File: config.mk
export PLATFORM = sky130hd
export DESIGN_NAME = show_timer
export DESIGN_NICKNAME = d
export VERILOG_FILES = /design/src/rtl/pair_checker_pkg.sv /design/src/rtl/pair_checker_show_timer.sv
export SDC_FILE = /design/constraint.sdc
export NUM_CORES = 1
export LEC_CHECK = 0
export BUFFER_PORTS_ARGS = -buffer_cell sky130_fd_sc_hd__clkbuf_2
export CORE_UTILIZATION = 50
export CTS_BUF_LIST = sky130_fd_sc_hd__clkbuf_8
export DETAILED_ROUTE_END_ITERATION = 8
export PLACE_DENSITY = 0.66
export RECOVER_POWER = 100
export SETUP_SLACK_MARGIN = 0.3
export SLEW_MARGIN = 10
export SYNTH_ARGS = -nofsm -noshare
export SYNTH_HDL_FRONTEND = slang
export SYNTH_SLANG_ARGS = --single-unit
export TNS_END_PERCENT = 20
File: constraint.sdc
create_clock -name clk -period 3.1 [get_ports clk]
set_clock_uncertainty 0.15 [all_clocks]
set_input_delay 0.155 -clock clk [delete_from_list [all_inputs] [get_ports clk]]
set_output_delay 0.155 -clock clk [all_outputs]
set_load 0.01 [all_outputs]
File: src/rtl/pair_checker_pkg.sv
// Shared types, default widths and label extraction helper for the pair checker.
package pair_checker_pkg;

   // Turn-controller states
   typedef enum logic [2:0] {
      PICK1,
      PICK2,
      COMPARE,
      SHOW,
      HIDE,
      DONE
   } state_e;

   // Default board geometry
   localparam int DEF_N_TILES     = 16;
   localparam int DEF_IDX_W       = 4;
   localparam int DEF_LABEL_W     = 4;
   localparam int DEF_SHOW_CYCLES = 50000000;
   localparam int DEF_SCORE_W     = 4;

   // Upper bounds accepted by label_at; callers size-cast their flat vector to FLAT_MAX
   localparam int FLAT_MAX  = 1024;
   localparam int LABEL_MAX = 8;

   // Returns label idx (lw bits wide, zero-extended) from a flat label vector
   function automatic logic [LABEL_MAX-1:0] label_at(
      input logic [FLAT_MAX-1:0] flat,
      input int unsigned         idx,
      input int unsigned         lw
   );
      logic [FLAT_MAX-1:0]  shifted;
      logic [LABEL_MAX-1:0] mask;
      shifted = flat >> (idx * lw);
      mask    = (LABEL_MAX'(1) << lw) - LABEL_MAX'(1);
      return LABEL_MAX'(shifted) & mask;
   endfunction

endpackage

File: src/rtl/pair_checker_show_timer.sv
// Loadable down-counter timing how long a mismatched pair stays revealed.
module show_timer
   import pair_checker_pkg::*;
#(
   parameter int CYCLES = DEF_SHOW_CYCLES
) (
   input  logic clk,
   input  logic rst,
   input  logic load,
   input  logic en,
   output logic done
);
   localparam int CNT_W = $clog2(CYCLES + 1);

   logic [CNT_W-1:0] cnt_q;
   logic [CNT_W-1:0] cnt_d;

   // Load CYCLES-1, then count down to zero while enabled; zero means dwell elapsed
   always_comb begin
      cnt_d = cnt_q;
      if (load) begin
         cnt_d = CNT_W'(CYCLES - 1);
      end else if (en && (cnt_q != '0)) begin
         cnt_d = cnt_q - CNT_W'(1);
      end
   end

   // Counter register
   always_ff @(posedge clk) begin
      if (rst) begin
         cnt_q <= '0;
      end else begin
         cnt_q <= cnt_d;
      end
   end

   assign done = (cnt_q == '0);
endmodule

* Yosys cells after proc, flatten, opt, wreduce, memory -nomap -nowiden
Cells that the tools add are included.
Word-level totals: word-level logic and storage cells 10, bits of input ports 4, bits in registers 26
Operators by class: reduce and logical (&&, ||, !) cells 5, multiplexer cells 2, add/subtract/negate cells 1
Operator list (count):
- 26-bit two-way mux | 2
- 26-bit zero test | 1
- 26-bit nonzero test | 1
- 26-bit by 1-bit subtractor with 26-bit output, second input constant | 1
- 2-bit nonzero test | 1
- 2-bit OR reduction | 1
- 1-bit logical AND | 1

* Logic depth before layout (Yosys ltp)
depth in word-level cells 4, gate-level depth with buffers 8

* Worst setup path after synthesis
No wires, ideal clock.
kind reg-to-reg, start point register cnt_q[0], end point register cnt_q[10], stages on the path, launching flop included 8, path buffers 0, data arrival time 1.817 ns, required time 2.826 ns, path slack 1.009 ns, cells stage by stage dfxtp_1 > inv_1 > ha_1 > nor3b_1 > nand3_2 > a2111oi_0 > xnor2_1 > nor2_1
On the way: word-level cells in the longest chain between the ends 2
Ends and longest elaborated chain:
- start, declared | RTL line pair_checker_show_timer.sv:15 | logic [CNT_W-1:0] cnt_q;
- start signal, assigned | RTL line pair_checker_show_timer.sv:33 | cnt_q <= cnt_d;
- parallel branches: the longest is 2 deep, another holds 26-bit by 1-bit subtractor with 26-bit output
Parallel ways; which one is timed is not known. A chain may end at the register's enable or synchronous reset.

* Worst setup path in the final report
start point register cnt_q[0], end point register cnt_q[16]
The elaborated chain is that of the path after synthesis.

==> out/metrics.csv <==
stage;metric;value;unit
status;status;completed;
floorplan;height of the die;55.7;um
route;DR vias/cell;6.32;
pwr;P_sw;0.189;mW
synthesis;Syn Nets;154;
floorplan;die area;3100;um^2
cts;clock root buffer;clkbuf_8;
cells_and_area;Largest register FFs;26;
job;Max-Cap Viols;0;
route;Antenna Violating Nets Remaining;0;
worst_setup_path;Worst Path Max Fanout;9;
route;DRT Pass-1 Iters;4;
sta;RSZ-0062 raised after global routing;no;
worst_setup_path;CP Cell Sequence;inv_1 > ha_1 > nor3b_1 > nand3_1 > a2111oi_0 > xnor2_1 > nor2_1;
worst_setup_path;CP endpoint kind;flop;
cts;Max clock buf depth;2;
cts;Post-CTS Setup Inserts;0;
synthesis;Syn Std Cell Area;1440;um^2
pwr;switching share of power;0.270;
cells_and_area;Largest Register;cnt_q;
worst_setup_path;CP required;3.12;ns
sta;Slew Viols, Final;0;
cells_and_area;Regs by FF count;cnt_q x26;
synthesis;Post-synth EDFFs;0;
route;initial DRC count;36;
synthesis;Gate Count Post-Synth;149;
cells_and_area;n_diodes;0;
sta;Setup TNS Final;0;ns
worst_setup_path;CP max-delay cell;a2111oi_0;
synthesis;Seq/Total Area, Yosys;0.361;
pwr;maximum VDD drop;0.363;mV
placed_design;post-DP HPWL;2000;um
synthesis;async set-or-reset flop fraction in the synthesized netlist;0;
floorplan;initial core utilization;0.527;
cells_and_area;Util after Layout;0.550;
sta;Slew @ Worst Pin;0.809;ns
route;DR WL/cell;15.5;um
synthesis;top cells by count, synth;dfxtp_1, a21oi_1, nor2_1, xnor2_1, a31oi_1;
grt;vias in the first global route;1035;
worst_setup_path;CP max stage delay;0.64;ns
sta;Final min period;2.59;ns
worst_setup_path;Critical Path AT;2.61;ns
cells_and_area;layout cells sized above 1;0.171;
cells_and_area;nets;158;
synthesis;FF+latch count, synth;26;
floorplan;FP Rows;19;
grt;initial antenna violation count;0;
pwr;sequential power share;0.541;
floorplan;die width;55.7;um
cts;post-CTS resize count;0;
worst_setup_path;CP Launch Type;flop;
grt;largest net degree at the start of global routing;20;
cells_and_area;Synth-to-Final Area Change;4.43;%
cts;# hold bufs at CTS;0;
synthesis;synth unique cells;44;
cts;clock transition at the registers of the reported paths;0.09;ns
cts;clock sink count;26;
synthesis;Synth Warn #;0;
cts;H-tree levels;1;
synthesis;area leader, netlist;dfxtp_1;
cts;Num CTS Buffers;3;
placed_design;gp weighted congestion;0.846;
pwr;Logic pwr share;0.148;
pwr;leak pwr;0.484;nW
synthesis;top cells by area, synth;dfxtp_1, xnor2_1, a21oi_1, a31oi_1, nor4_4;
sta;worst relative slew slack;0.459;
pwr;PD cells;466;nW/um^2
min_path;worst hold path class;in -> reg;
sta;WHS;0.148;ns
cts;CTS tree;built;
synthesis;count leader, synth;dfxtp_1;
sta;Setup Viol. Count Final;0;
sta;f_max;386;MHz
grt;first-pass GRT wire length;4730;um
route;detailed-route DRC error count;0;
sta;crit share post-route;0.836;
synthesis;ys flop type;dfxtp_1;
floorplan;Core Footprint;2730;um^2
cts;worst skew pair latency;0.27;ns
route;Final Routed Wirelength;2830;um
floorplan;I/O pin count;5;
grt;total track usage;0.196;
pwr;Pint;0.511;mW
pwr;Clock Power Share;0.311;
worst_setup_path;Crit Path Class;reg -> reg;
grt;GR Overflow Total;0;
placed_design;IO Port Bufs;4;
synthesis;top-area cell type share of the netlist area;0.361;
synthesis;Syn Area/Cell;9.67;um^2
sta;Final Hold Viols;0;
route;via count;1156;
==> kinds of logic after synthesis <==
kind of cell / synth area share
buffers and inverters: 0.0261
XOR/XNOR: 0.0851
AO/OA/AOI/OAI: 0.216
adder cells (fa/ha/maj): 0.00869
AND/OR/NAND/NOR: 0.302
flip-flops: 0.361
==> cell type report <==
type	count	area, um^2
Fill cell	258	1230
Multi-Input combinational cell	115	860
Sequential cell	26	520
Clock buffer	4	55.1
Tap cell	31	38.8
Timing Repair Buffer	4	18.8
Inverter	3	11.3
==> final timing paths <==
kind	start	end	slack (ns)	depth (start not counted)
max	cnt_q[0]	cnt_q[16]	0.51	7
min	load	cnt_q[1]	0.15	3
max reg2reg	cnt_q[0]	cnt_q[16]	0.51	7
min reg2reg	cnt_q[7]	cnt_q[7]	0.37	2
==> worst max-delay path: cells and delay by family, from the launching register on <==
kind	cells	cell delay [ns]
simple gates	3	0.87
compound gates	1	0.64
flops	1	0.34
xor+xnor	1	0.20
fa+ha+maj	1	0.19
buf+inv	1	0.10
==> power groups by stage <==
| stage | logic [mW] | registers, mW | clock network [mW] |
|---|---|---|---|
| 3_3_place_gp | 0.105 | 0.385 | 0 |
| 4_1_cts | 0.108 | 0.379 | 0.225 |
| 2_1_floorplan | 0.0887 | 0.381 | 0 |
| 3_5_place_dp | 0.107 | 0.386 | 0 |
| 6_report | 0.104 | 0.379 | 0.218 |
| 5_1_grt | 0.115 | 0.382 | 0.238 |
==> cell usage in the layout, fill, tap and decap left out, drive strengths merged, types with 3 or more instances in the layout <==
| cell type | n |
|---|---|
| dfxtp | 26 |
| a21oi | 13 |
| nor2 | 10 |
| xnor2 | 10 |
| or3 | 10 |
| a31oi | 8 |
| o21ai | 8 |
| clkbuf | 8 |
| or4 | 7 |
| nor4 | 5 |
| nor3 | 5 |
| o31ai | 4 |
| xor2 | 4 |
| a211oi | 3 |
| nand2 | 3 |
| nor4b | 3 |
| nand3 | 3 |
==> routing by layer <==
metal  global-route usage  share of wire  wire (um)  vias up
met5                    0              0          0        -
met1                0.260           0.51       1430      547
met3               0.0302          0.025         70        5
met2                0.310           0.45       1280       11
met4               0.0964          0.018         52        0
li1                     -              -          -      593
==> through the flow <==
| step | std cells | total power [mW] | setup slack [ns] | area, um^2 |
|---|---|---|---|---|
| floorplan | 149 | 0.470 | 1.01 | 1440 |
| global placement | 179 | 0.490 | 0.667 | 1470 |
| detailed placement | 179 | 0.493 | 0.606 | 1470 |
| CTS | 183 | 0.711 | 0.584 | 1530 |
| global route | 183 | 0.734 | 0.298 | 1500 |
| finish | 183 | 0.700 | 0.510 | 1500 |
(Power assumes the default switching activity.)
